<file path="src/rtl/display_scan_controller.sv">
// Display scan controller: scans the front display buffer onto a HUB75-style
// LED panel using binary-code modulation, and flips buffers only between frames.
module display_scan_controller #(
  parameter int unsigned segments    = 1,
  parameter int unsigned rows        = 8,
  parameter int unsigned columns     = 32,
  parameter int unsigned width       = 24,
  parameter int unsigned base_cycles = 4,
  localparam int unsigned row_w = (rows > 1) ? $clog2(rows) : 1,
  localparam int unsigned col_w = (columns > 1) ? $clog2(columns) : 1
) (
  input  logic                        clk,
  input  logic                        rst_n,
  input  logic                        enable,
  input  logic                        swap_req,
  output logic                        swap_done,
  output logic                        flip,
  output logic [row_w-1:0]            rrow,
  output logic [col_w-1:0]            rcol,
  input  logic [width*segments-1:0]   rdata,
  output logic                        panel_clk,
  output logic                        panel_lat,
  output logic                        panel_oe_n,
  output logic [row_w-1:0]            panel_row,
  output logic [3*segments-1:0]       panel_data
);

  localparam int unsigned bits      = width / 3;
  localparam int unsigned bit_w     = (bits > 1) ? $clog2(bits) : 1;
  localparam int unsigned shift_len = 2 * columns + 2;
  localparam int unsigned disp_max  = base_cycles << (bits - 1);
  localparam int unsigned max_len   = (shift_len > disp_max) ? shift_len : disp_max;
  localparam int unsigned cnt_w     = $clog2(max_len + 1);

  typedef enum logic [2:0] {
    IDLE, SHIFT, BLANK, LATCH, DISPLAY, FRAME_END
  } state_t;

  state_t             state, state_nxt;
  logic [cnt_w-1:0]   k, k_nxt;
  logic [row_w-1:0]   r, r_nxt;
  logic [bit_w-1:0]   b, b_nxt;
  logic               pending, pending_nxt;
  logic               flip_nxt, swap_done_nxt;
  logic [row_w-1:0]   rrow_nxt, panel_row_nxt;
  logic [col_w-1:0]   rcol_nxt;
  logic               panel_clk_nxt, panel_lat_nxt, panel_oe_n_nxt;
  logic [3*segments-1:0] panel_data_nxt;
  logic [cnt_w-1:0]   disp_len;

  // On-time of the current bit plane doubles with each plane.
  assign disp_len = cnt_w'(base_cycles) << b;

  // Selects bit plane sel of the r, g and b fields of one pixel.
  function automatic logic [2:0] plane_bits(input logic [width-1:0] pix,
                                            input logic [bit_w-1:0] sel);
    logic [bits-1:0] rc, gc, bc;
    rc = pix[width-1 -: bits];
    gc = pix[2*bits-1 -: bits];
    bc = pix[bits-1:0];
    return {rc[sel], gc[sel], bc[sel]};
  endfunction

  // Next-state logic; outputs are derived from the next state so they register cleanly.
  always_comb begin
    state_nxt     = state;
    k_nxt         = k;
    r_nxt         = r;
    b_nxt         = b;
    pending_nxt   = pending | swap_req;
    flip_nxt      = flip;
    swap_done_nxt = 1'b0;

    case (state)
      IDLE: begin
        if (pending_nxt) begin
          flip_nxt      = ~flip;
          swap_done_nxt = 1'b1;
          pending_nxt   = 1'b0;
        end
        if (enable) begin
          state_nxt = SHIFT;
          k_nxt     = '0;
          r_nxt     = '0;
          b_nxt     = '0;
        end
      end
      SHIFT: begin
        if (k == cnt_w'(shift_len - 1)) begin
          state_nxt = BLANK;
          k_nxt     = '0;
        end else begin
          k_nxt = k + cnt_w'(1);
        end
      end
      BLANK: state_nxt = LATCH;
      LATCH: begin
        state_nxt = DISPLAY;
        k_nxt     = '0;
      end
      DISPLAY: begin
        if (k == disp_len - cnt_w'(1)) begin
          k_nxt     = '0;
          state_nxt = SHIFT;
          if (b != bit_w'(bits - 1)) begin
            b_nxt = b + bit_w'(1);
          end else begin
            b_nxt = '0;
            if (r != row_w'(rows - 1)) r_nxt = r + row_w'(1);
            else                       state_nxt = FRAME_END;
          end
        end else begin
          k_nxt = k + cnt_w'(1);
        end
      end
      FRAME_END: begin
        if (pending_nxt) begin
          flip_nxt      = ~flip;
          swap_done_nxt = 1'b1;
          pending_nxt   = 1'b0;
        end
        k_nxt = '0;
        r_nxt = '0;
        b_nxt = '0;
        state_nxt = enable ? SHIFT : IDLE;
      end
      default: state_nxt = IDLE;
    endcase

    rrow_nxt       = rrow;
    rcol_nxt       = rcol;
    panel_row_nxt  = panel_row;
    panel_data_nxt = panel_data;
    panel_clk_nxt  = 1'b0;
    panel_lat_nxt  = (state_nxt == LATCH);
    panel_oe_n_nxt = (state_nxt != DISPLAY);

    if (state_nxt == SHIFT) begin
      rrow_nxt = r_nxt;
      if ((k_nxt >> 1) < cnt_w'(columns)) rcol_nxt = col_w'(k_nxt >> 1);
      else                                rcol_nxt = col_w'(columns - 1);
      panel_clk_nxt = (k_nxt >= cnt_w'(3)) && k_nxt[0];
      // rdata now answers the address shown two phases ago; hold it for two cycles.
      if ((k_nxt >= cnt_w'(2)) && !k_nxt[0]) begin
        for (int unsigned s = 0; s < segments; s++)
          panel_data_nxt[3*s +: 3] = plane_bits(rdata[s*width +: width], b_nxt);
      end
    end
    if (state_nxt == LATCH) panel_row_nxt = r_nxt;
  end

  // State, counters and registered outputs.
  always_ff @(posedge clk or negedge rst_n) begin
    if (!rst_n) begin
      state      <= IDLE;
      k          <= '0;
      r          <= '0;
      b          <= '0;
      pending    <= 1'b0;
      flip       <= 1'b0;
      swap_done  <= 1'b0;
      rrow       <= '0;
      rcol       <= '0;
      panel_clk  <= 1'b0;
      panel_lat  <= 1'b0;
      panel_oe_n <= 1'b1;
      panel_row  <= '0;
      panel_data <= '0;
    end else begin
      state      <= state_nxt;
      k          <= k_nxt;
      r          <= r_nxt;
      b          <= b_nxt;
      pending    <= pending_nxt;
      flip       <= flip_nxt;
      swap_done  <= swap_done_nxt;
      rrow       <= rrow_nxt;
      rcol       <= rcol_nxt;
      panel_clk  <= panel_clk_nxt;
      panel_lat  <= panel_lat_nxt;
      panel_oe_n <= panel_oe_n_nxt;
      panel_row  <= panel_row_nxt;
      panel_data <= panel_data_nxt;
    end
  end

endmodule

</file>
<file path="config.mk">
export PLATFORM = sky130hd
export DESIGN_NAME = display_scan_controller
export DESIGN_NICKNAME = d
export VERILOG_FILES = /design/src/rtl/display_scan_controller.sv
export SDC_FILE = /design/constraint.sdc
export NUM_CORES = 1
export LEC_CHECK = 0
export ABC_AREA = 1
export BUFFER_PORTS_ARGS = -buffer_cell sky130_fd_sc_hd__buf_2
export CAP_MARGIN = 10
export CORE_MARGIN = 2
export CORE_UTILIZATION = 55
export CTS_CLUSTER_DIAMETER = 40
export DETAILED_ROUTE_END_ITERATION = 8
export MAX_ROUTING_LAYER = met4
export PLACE_DENSITY = 0.75
export SYNTH_ARGS = -nofsm -noshare
export SYNTH_HDL_FRONTEND = slang
export SYNTH_SLANG_ARGS = --single-unit
</file>
<file path="constraint.sdc">
create_clock -name clk -period 3.6 [get_ports clk]
set_input_delay 0.72 -clock clk [delete_from_list [all_inputs] [get_ports clk]]
set_output_delay 0.72 -clock clk [all_outputs]
set_load 0.05 [all_outputs]
</file>
# ---- Word-level counts from Yosys, hierarchy flattened
# Cells that the tools add are included.
dict set report word_totals {
  reg_bits 39
  output_inout_bits 19
}
dict set report op_classes {
  n_shift 1
  addsub 4
  bitwise_logic 2
  n_reduce_logical 8
  n_eq_ne 12
  n_mux 31
  order_cmp 4
}
# operator n
set op_table {}
lappend op_table {{$pmux W10 S4} 1}
lappend op_table {{$mux W3} 12}
lappend op_table {{$mux W10} 3}
lappend op_table {{$ge A10 B2 Y1 const B} 2}
lappend op_table {{$pmux W3 S3} 2}
lappend op_table {{$pmux W3 S6} 1}
lappend op_table {{$add A10 B1 Y10 const B} 1}
lappend op_table {{$eq A10 B10 Y1} 1}
lappend op_table {{$eq A10 B7 Y1 const B} 1}
lappend op_table {{$shl A3 B3 Y10 const A} 1}
lappend op_table {{$sub A10 B1 Y10 const B} 1}
lappend op_table {{$bmux W1 S3} 3}
lappend op_table {{$eq A3 B2 Y1 const B} 3}
lappend op_table {{$lt A9 B6 Y1 const B} 1}
lappend op_table {{$ne A3 B3 Y1 const B} 3}
lappend op_table {{$mux W1} 8}
lappend op_table {{$add A3 B1 Y3 const B} 2}
lappend op_table {{$eq A3 B1 Y1 const B} 2}
lappend op_table {{$eq A3 B3 Y1 const B} 2}
lappend op_table {{$mux W5} 1}
lappend op_table {{$lt A3 B4 Y1 const B} 1}
lappend op_table {{$reduce_and A2 Y1} 2}
lappend op_table {{$reduce_or A2 Y1} 2}
lappend op_table {{$logic_not A3 Y1} 1}
lappend op_table {{other kinds (4)} 5}

# ---- Logic depth before layout (Yosys ltp)
# Gate-level depths: netlist of run 1.
dict set report logic_depth {
  word_depth 8
  mapped_depth 22
  mapped_depth_nobuf 22
}

# ---- Worst setup path after synthesis of run 1
# Ideal clock, no wire load.
dict set report synth_path {
  kind {register to register}
  from {reg b[1]}
  to {reg panel_data[0]}
  path_slack_ns 1.337
  setup_time_ns 0.118
  path_stages_with_launch 22
  arrival_ns 2.145
  path_buffers 1
  path_cell_list {dfrtp_1 -> inv_1 -> ha_1 -> nor2_1 -> nand2_1 -> nor2_1 -> nand2_1 -> nand2_1 -> nand2_1 -> inv_1 -> nand3_4 -> nand2_4 -> nand3_2 -> nand2_2 -> buf_6 -> nand2_1 -> nand3_1 -> nand2_1 -> nand2_1 -> nand2_1 -> nand3_1 -> nand2_1}
}
dict set report synth_via {
  elab_chain_cells 8
  word_cells_on_any_way 21
  cone_classes {add/sub: 2; order compare: 1; eq/ne: 3; shift: 1; mux: 11; reduce/logical: 3}
}
# item line_no
set synth_rtl {}
lappend synth_rtl {{start: declaration} 42} ;# logic [bit_w-1:0] b, b_nxt;
lappend synth_rtl {{start signal: assignment} 173} ;# b <= b_nxt;
lappend synth_rtl {{$shl A3 B3 Y10} 52} ;# assign disp_len = cnt_w'(base_cycles) << b;
lappend synth_rtl {{$sub A10 B1 Y10} 102} ;# if (k == disp_len - cnt_w'(1)) begin
lappend synth_rtl {{$eq A10 B10 Y1} 102}
lappend synth_rtl {{$mux W10} 102}
lappend synth_rtl {{$pmux W10 S4} 74} ;# case (state)
lappend synth_rtl {{$ge A10 B2 Y1 / $logic_not A1 Y1 (equally long branches)} 144} ;# if ((k_nxt >= cnt_w'(2)) && !k_nxt[0]) begin
lappend synth_rtl {{$logic_and A1 B1 Y1} 144}
lappend synth_rtl {{$reduce_and A2 Y1 (no source line)} -}
lappend synth_rtl {{end signal: assignment} 183} ;# panel_data <= panel_data_nxt;
lappend synth_rtl {{end: declaration} 25} ;# output logic [3*segments-1:0] panel_data
# Parallel ways exist; a longest one is shown, timed or not. The select of a mux whose other input is x is not followed.
# A chain may end at the register's enable or synchronous reset.

# ---- Final worst setup path of run 1
dict set report layout_path {
  from {reg b[1]}
  to {reg panel_data[2]}
}
# Same word-level chain as after synthesis.

==> out/summary.txt, run 1 <==
Status: finished clean
Post-Syn Instances: 422
# clock sinks: 39
Worst Path Required: 3840 ps
Vias in the first global route: 2560
Most common cell after layout, fill and taps aside: nand2_1
Sw Share: 0.233
Fin. Hold Viols: 0
Gpl congestion: 0.945
Clk_lat worst skew: 300 ps
Vias per inst: 5.15
Dpl cell area: 3130 sq um
Overall power: 0.869 mW
Synth warn: 0
Cell variety after synth: 36
Crit Path Category: reg -> reg
Die H: 75.9 um
Detailed Place HPWL: 5340 um
Critical Path End Type: flip-flop
Total CTS buffers: 5
EDFF count, synth: 0
Asr flop ratio synth: 1.00
Post CTS Setup Buffer Count: 0
GR Util All Layers: 0.261
Post-Syn Nets: 459
Die Span X: 75.9 um
WL/cell: 12.7 um
Clock slew at reported path FFs: 90 ps
Syn Area/Cell: 6.74 sq um
Antenna cells: 0
Largest delay share family, worst path: simple AND/OR/NAND/NOR gates
Slowest cell on the critical path: dfrtp_1
Flops & latches, synth: 39
Skew final: 8.57 ps
Number of max-cap violations: 0
Final #Nets: 508
Post-synth top flop: dfrtp_1
Pleak: 1.87 nW
TNS Setup: 0 ps
WP buf/inv: 2
PD cells: 267 nW/um^2
Final setup fails: 0
Commonest non-fill, non-tap cells in the layout: 125 x nand2_1, 84 x inv_1, 50 x nand3_1
Post-route ant nets: 0
CP startpoint kind: flip-flop
Max frequency: 351 MHz
Slew Limit Headroom: 0.413
Hold_buf cts: 0
Slew @ Worst Pin: 880 ps
DRT Pass-1 Iters: 6
Die area: 5760 sq um
Initial core utilization: 0.564
DRC Markers: 0
CTS root buffer: clkbuf_8
Seq/Total Area, Yosys: 0.343
RSZ-0062 raised after global routing: false
NetSw: 0.202 mW
Overflow after GRT: 0
Clock buffer depth: 2
Crit path largest cell delay: 460 ps
Fin area: 3250 sq um
Share of layout cells above drive strength 1: 0.176
Port buffer count: 46
Post-CTS sizing: 0
CTS tree: done
I/O pin count: 47
Crit path max fanout: 13
P&R area growth vs syn: 14.2%
Post-Synthesis Cell Area: 2850 sq um
Fin crit share: 0.791
Internal: 0.666 mW
Minimum clock period: 2850 ps
Reg power frac: 0.507
Core Area: 5040 sq um
Vias: 2790
Most used cell, CP: nand2_1
Clock power share: 0.441
Max-slew violation total from the final report: 0
Initial drt markers: 163
Cell Chain, Critical Path: inv_1, ha_1, inv_1, nand2_1, nand2_1, nand2_1, nand2_1, nor2_1, nand2_1, nor2_1, nand4_1, nand2_1, nand2_2, nand2_1, nand3_1, nand2_1, nand2_1, nand2_1, nand3_1, nand2_1
Max H-tree Level: 2
Largest net degree at the start of global routing: 40
Initial antenna violation count: 0
Hold Crit Class: reg -> reg
Rows: 26
Routed WL: 6890 um
First-pass GRT wire length: 11900 um
Fill cells: 482
Combinational share of power: 0.053
Max rail drop VDD: 0.255 mV
Worst EP arrival: 3090 ps
-- path summary, 6_finish.rpt --
path                                  start                         to  slack (ps)  cells after the start
min                        flip$_DFFE_PN0P_           flip$_DFFE_PN0P_         470                      1
min in group asynchronous             rst_n          pending$_DFF_PN0_         520                      1
max in group asynchronous             rst_n             b[0]$_DFF_PN0_        2510                      1
min reg2reg                flip$_DFFE_PN0P_           flip$_DFFE_PN0P_         470                      1
max                          b[1]$_DFF_PN0_  panel_data[2]$_DFFE_PN0P_         750                     20
max reg2reg                  b[1]$_DFF_PN0_  panel_data[2]$_DFFE_PN0P_         750                     20
-- cells in the mapped netlist, types with 4 or more instances --
cell type,number,area (sq um)
inv_1,84,315
xor2_1,5,43.8
nand3_1,50,250
nand4_1,11,68.8
nor3_1,4,20.0
ha_1,9,113
dfrtp_1,38,951
nand2_2,7,43.8
nand3_2,4,40.0
nor2_1,26,97.6
a21oi_1,9,45.0
o21ai_0,17,85.1
inv_2,5,18.8
nand2_1,125,469
-- sequential cells by signal (all words and copies together), names as in the netlist, 3 cells and up --
register,flops
state,3
rrow,3
k,10
b,3
panel_data,3
rcol,5
panel_row,3
r,3
-- layout make-up --
type / instances / area (sq um) / share of cell area
multi-input combinational: 289 / 1500 / 0.461
sequential: 39 / 977 / 0.301
clock inverter: 3 / 46.3 / 0.0143
tap: 70 / 87.6 / 0.0270
timing repair buffer: 47 / 238 / 0.0732
clock buffer: 5 / 68.8 / 0.0212
inverter: 89 / 334 / 0.103
-- through the flow --
stage / std cells / worst slack [ps] / hold slack, ps / utilization
2_1_floorplan: 422 / 1340 / 424 / -
3_3_place_gp: 534 / 830 / 451 / 0.621
3_5_place_dp: 534 / 796 / 456 / 0.621
4_1_cts: 542 / 778 / 472 / 0.644
5_1_grt: 542 / 422 / 494 / 0.644
6_report: 542 / 751 / 468 / 0.644
-- layer usage --
metal,vias up,routed length [um],global-route usage
met5,-,0,-
met4,0,97,0.0836
met3,10,360,0.0429
met2,79,3230,0.410
met1,1285,3200,0.350
li1,1416,-,-
-- worst reg2reg max path, cell delays in order, from the launching register on --
cell,delay [ps]
dfrtp_1,460
inv_1,170
ha_1,250
inv_1,80
nand2_1,60
nand2_1,50
nand2_1,110
nand2_1,70
nor2_1,100
nand2_1,60
nor2_1,80
nand4_1,110
nand2_1,370
nand2_2,270
nand2_1,110
nand3_1,80
nand2_1,80
nand2_1,50
nand2_1,90
nand3_1,70
nand2_1,70
-- power groups by stage --
stage	Combinational [mW]	Sequential, mW	Clock, mW
3_3_place_gp	0.0459	0.449	0
6_report	0.0457	0.440	0.383
4_1_cts	0.0467	0.440	0.385
2_1_floorplan	0.0138	0.455	0
3_5_place_dp	0.0466	0.449	0
5_1_grt	0.0532	0.440	0.401
-- cells by family (layout without fill, tap and decap cells) --
group | Yosys count | after routing | synth area share
flip-flops | 39 | 39 | 0.343
XOR/XNOR | 6 | 6 | 0.0185
adder cells (fa/ha/maj) | 9 | 9 | 0.0396
AO/OA/AOI/OAI | 35 | 35 | 0.0721
AND/OR/NAND/NOR | 239 | 239 | 0.396
buffers and inverters | 94 | 144 | 0.131
No activity file was read; power rests on OpenSTA's default activity.
==> run 2, diff against run 1 <==
--- a/config.mk
+++ b/config.mk
@@ -9,11 +9,11 @@
 export BUFFER_PORTS_ARGS = -buffer_cell sky130_fd_sc_hd__buf_2
 export CAP_MARGIN = 10
 export CORE_MARGIN = 2
-export CORE_UTILIZATION = 55
+export CORE_UTILIZATION = 51
 export CTS_CLUSTER_DIAMETER = 40
 export DETAILED_ROUTE_END_ITERATION = 8
 export MAX_ROUTING_LAYER = met4
-export PLACE_DENSITY = 0.75
+export PLACE_DENSITY = 0.73
 export SYNTH_ARGS = -nofsm -noshare
 export SYNTH_HDL_FRONTEND = slang
 export SYNTH_SLANG_ARGS = --single-unit
==> constraint.sdc (replaced) <==
create_clock -name clk -period 2.3 [get_ports clk]
set_input_delay 0.46 -clock clk [delete_from_list [all_inputs] [get_ports clk]]
set_output_delay 0.46 -clock clk [all_outputs]
set_load 0.05 [all_outputs]
==> out/summary.txt, run 2 (synthesis gave the netlist of run 1 again) <==
Critical Path End Type: flip-flop
Fin area: 4080 sq um
Port buffer count: 46
Vias in the first global route: 2847
Minimum clock period: 2450 ps
RSZ-0062 raised after global routing: true
Slew Limit Headroom: 0.661
Worst Path Required: 2500 ps
Vias per inst: 5.17
Top reg by flops: k
Post-route ant nets: 0
CTS tree: done
First-pass GRT wire length: 12600 um
Dpl cell area: 3520 sq um
Final Non-Filler Cells: 600
Placed cell count: 586
Die H: 78.7 um
DRC Markers: 0
Max-slew violation total from the final report: 0
Total CTS buffers: 5
Most common cell after layout, fill and taps aside: nand2_1
Fin. Hold Viols: 0
Overall power: 1.37 mW
Max rail drop VDD: 0.303 mV
Crit path max fanout: 8
CP startpoint kind: flip-flop
Clock buffer depth: 2
Core Util, Final: 0.750
Final setup fails: 11
Detailed Place HPWL: 5740 um
Cell Chain, Critical Path: inv_4, ha_4, nor2_4, nand2_2, nor2_1, nand2_1, nand2_1, nand2_2, inv_2, nand3_4, nor2_2, nand3_1, nand2_4, inv_4, nand3_1, nand2_1, nand2_1, nand2_1, nand3_2, nand2_1
Crit path largest cell delay: 470 ps
Clk_lat worst skew: 300 ps
P&R area growth vs syn: 43.4%
Core Area: 5440 sq um
Initial antenna violation count: 0
I/O pin count: 47
Initial core utilization: 0.523
Crit Path Category: reg -> reg
Rows: 27
Worst EP arrival: 2650 ps
Pleak: 2.20 nW
Max frequency: 409 MHz
Fin crit share: 1.06
Vias: 3103
Die area: 6190 sq um
Status: complete, but fails checks
Skew final: 2.83 ps
Fill cells: 406
Failing checks: negative setup slack
Regs by FF count: k: 10 flops, rcol: 5 flops
Routed WL: 8180 um
Hold Crit Class: in -> async
GR Util All Layers: 0.264
Share of layout cells above drive strength 1: 0.392
WL/cell: 13.6 um
TNS Setup: -747 ps
Max H-tree Level: 2
Clock slew at reported path FFs: 90 ps
Slowest cell on the critical path: dfrtp_2
Number of max-cap violations: 0
Antenna cells: 0
Gpl congestion: 0.985
Setup WS post-layout: -148 ps
Largest net degree at the start of global routing: 40
PD cells: 336 nW/um^2
Most used cell, CP: nand2_1
Hold_buf cts: 0
Initial drt markers: 178
DRT Pass-1 Iters: 5
Die Span X: 78.7 um
Commonest non-fill, non-tap cells in the layout: 101 x nand2_1, 75 x inv_1, 51 x buf_4
Overflow after GRT: 0
Largest register FFs: 10
Final #Nets: 564
CTS root buffer: clkbuf_8
# clock sinks: 39
Slew @ Worst Pin: 508 ps
-- run 2: layout make-up --
type                            count  area (sq um)  area share
Multi-Input combinational cell    289          1860       0.456
Sequential cell                    39           981       0.240
Timing Repair Buffer              103           689       0.169
Inverter                           89           344      0.0843
Tap cell                           72          90.1      0.0221
Clock buffer                        5          68.8      0.0169
Clock inverter                      3          46.3      0.0113
-- run 2: metal layers --
layer / track usage / vias up / routed length, um
li1: - / 1524 / -
met1: 0.345 / 1468 / 3590
met2: 0.425 / 90 / 4090
met3: 0.0386 / 21 / 309
met4: 0.0860 / 0 / 192
met5: - / - / 0
-- run 2: metrics by stage --
stage	hold slack (ps)	setup slack, ps
after CTS	233	-143
after global routing	242	-293
after floorplan	164	37.0
after global placement	451	-150
after detailed placement	452	-262
final	199	-148
-- run 2: timing repair --
item,in CTS,in global routing
buffers inserted,4,2
endpoints found under the setup margin,17,19
gates resized for setup,50,65
gates cloned,0,1
pin swaps,28,28
-- run 2: report_power, final --
part | internal, mW | leakage (nW) | switching [mW] | total, mW
sequential | 0.688 | 0.454 | 0.00171 | 0.689
combinational | 0.0293 | 1.70 | 0.0453 | 0.0746
clock | 0.327 | 0.0548 | 0.279 | 0.607
total | 1.04 | 2.20 | 0.326 | 1.37
-- run 2: final timing paths --
path                                  start                   endpoint  slack, ps  depth (start not counted)
setup / recovery             b[1]$_DFF_PN0_  panel_data[1]$_DFFE_PN0P_       -150                         20
hold / removal                        rst_n             k[9]$_DFF_PN0_        200                          2
setup reg to reg             b[1]$_DFF_PN0_  panel_data[1]$_DFFE_PN0P_       -150                         20
hold reg to reg            flip$_DFFE_PN0P_           flip$_DFFE_PN0P_        470                          1
max in group asynchronous             rst_n             b[2]$_DFF_PN0_       1710                          2
min in group clk                   swap_req          pending$_DFF_PN0_        410                          3
-- run 2: worst max-delay path, delay by kind of cell (launching register included) --
family | cells | cell delay [ps]
flops | 1 | 470
buf+inv | 3 | 190
fa+ha+maj | 1 | 180
simple gates | 16 | 1490
==> run 3, diff against run 2 <==
--- a/config.mk
+++ b/config.mk
@@ -8,12 +8,12 @@
 export ABC_AREA = 1
 export BUFFER_PORTS_ARGS = -buffer_cell sky130_fd_sc_hd__buf_2
 export CAP_MARGIN = 10
-export CORE_MARGIN = 2
-export CORE_UTILIZATION = 51
+export CORE_MARGIN = 1.5
+export CORE_UTILIZATION = 40
 export CTS_CLUSTER_DIAMETER = 40
 export DETAILED_ROUTE_END_ITERATION = 8
 export MAX_ROUTING_LAYER = met4
-export PLACE_DENSITY = 0.73
+export PLACE_DENSITY = 0.59
 export SYNTH_ARGS = -nofsm -noshare
 export SYNTH_HDL_FRONTEND = slang
 export SYNTH_SLANG_ARGS = --single-unit
==> constraint.sdc (replaced) <==
create_clock -name clk -period 2.3 [get_ports clk]
set_input_delay 0.46 -clock clk [delete_from_list [all_inputs] [get_ports clk]]
set_output_delay 0.46 -clock clk [all_outputs]
set_load 0.02 [all_outputs]
==> out/summary.txt, run 3 (synthesis gave the netlist of run 1 again) <==
Status: complete, but fails checks
Failing checks: negative setup slack
CP startpoint kind: flip-flop
# clock sinks: 39
Final Non-Filler Cells: 629
Pre-CTS setup slack: -273 ps
Minimum clock period: 2430 ps
Rows: 30
Hold_buf cts: 0
Initial antenna violation count: 0
Final setup fails: 8
Share of layout cells above drive strength 1: 0.362
TNS Setup: -594 ps
Most common cell after layout, fill and taps aside: nand2_1
Overall power: 1.36 mW
Die H: 87.3 um
Slew @ Worst Pin: 389 ps
Port buffer count: 46
FF-to-FF path depth: 19
Most used cell, CP: nand2_1
Final #Nets: 569
Max rail drop VDD: 0.289 mV
DRC Markers: 0
WL/cell: 12.1 um
Critical Path End Type: flip-flop
GR Util All Layers: 0.221
Placed cell count: 613
Hold Crit Class: in -> async
Cell Chain, Critical Path: ha_4, ha_4, inv_2, nand2_1, nand2_2, nand2_1, nand2_1, nand2_2, inv_2, nand3_4, buf_6, nand3_1, nand4_1, nor2_1, nand2_1, nor2_4, nor2_4, nand3_1, nand2_1
Vias per inst: 4.72
CTS root buffer: clkbuf_8
Total CTS buffers: 5
CTS tree: done
PD cells: 341 nW/um^2
Die Span X: 87.3 um
Clk_lat worst skew: 290 ps
Pleak: 2.22 nW
Setup WS post-layout: -128 ps
Routed WL: 7600 um
Post-route ant nets: 0
Skew final: 7.10 ps
Fill cells: 664
Die area: 7630 sq um
Antenna cells: 0
Top reg by flops: k
RSZ-0062 raised after global routing: true
I/O pin count: 47
R2r setup slk: -130 ps
Clock slew at reported path FFs: 90 ps
Largest register FFs: 10
Max H-tree Level: 2
Commonest non-fill, non-tap cells in the layout: 110 x nand2_1, 76 x inv_1, 58 x buf_4
Max-slew violation total from the final report: 0
Detailed Place HPWL: 5980 um
Fin. Hold Viols: 0
Max frequency: 412 MHz
Vias: 2972
Initial core utilization: 0.416
Fin crit share: 1.06
Vias in the first global route: 2786
Crit Path Category: reg -> reg
First-pass GRT wire length: 12900 um
Overflow after GRT: 0
Worst Path Required: 2490 ps
Crit path largest cell delay: 470 ps
Largest net degree at the start of global routing: 16
Worst EP arrival: 2620 ps
Regs by FF count: k: 10 flops, rcol: 5 flops
Number of max-cap violations: 0
Clock buffer depth: 2
Initial drt markers: 171
DRT Pass-1 Iters: 5
Slew Limit Headroom: 0.740
Crit path max fanout: 6
P&R area growth vs syn: 40.5%
Core Area: 6830 sq um
Slowest cell on the critical path: dfrtp_2
Gpl congestion: 0.914
==> run 3: area by class of cell <==
class                           instances  area [sq um]  area share
Multi-Input combinational cell        289          1720       0.431
Clock inverter                          3          46.3      0.0116
Clock buffer                            5          68.8      0.0172
Sequential cell                        39           980       0.245
Timing Repair Buffer                  108           719       0.180
Tap cell                               96           120      0.0300
Inverter                               89           342      0.0854
==> run 3: report_power, final <==
part,switching (mW),internal (mW)
logic,0.0385,0.0304
registers,0.00143,0.688
clock network,0.278,0.327
total,0.318,1.05
==> run 3: final timing paths <==
path	startpoint	end
min in group clk	swap_req	pending$_DFF_PN0_
hold reg to reg	flip$_DFFE_PN0P_	flip$_DFFE_PN0P_
max in group asynchronous	rst_n	k[3]$_DFF_PN0_
setup reg to reg	b[0]$_DFF_PN0_	panel_data[2]$_DFFE_PN0P_
hold / removal	rst_n	k[9]$_DFF_PN0_
setup / recovery	b[0]$_DFF_PN0_	panel_data[2]$_DFFE_PN0P_
==> run 3: layer usage <==
metal / track usage / routed length, um / part of all wire
met5: - / 0 / 0
met4: 0.0317 / 30 / 0.0039
met3: 0.0294 / 275 / 0.036
met2: 0.359 / 3650 / 0.48
met1: 0.301 / 3650 / 0.48
==> run 3: what timing repair did <==
item | CTS | global route
setup endpoints to repair | 18 | 19
pin swaps | 14 | 10
setup buffers | 7 | 1
gates resized for setup | 55 | 25
==> run 3: worst max-delay path, delay by kind of cell (launching register included) <==
family | cells | cell delay [ps]
buffers and inverters | 3 | 260
adder cells (fa/ha/maj) | 2 | 370
AND/OR/NAND/NOR | 14 | 1210
flip-flops | 1 | 470
==> run 3: per-stage QoR <==
step / util / hold WS (ps) / cell area, sq um
2_1_floorplan: - / 164 / 2850
3_3_place_gp: 0.523 / 405 / 3580
3_5_place_dp: 0.523 / 404 / 3580
4_1_cts: 0.573 / 83.0 / 3920
5_1_grt: 0.585 / 81.0 / 4000
6_report: 0.585 / 70.6 / 4000
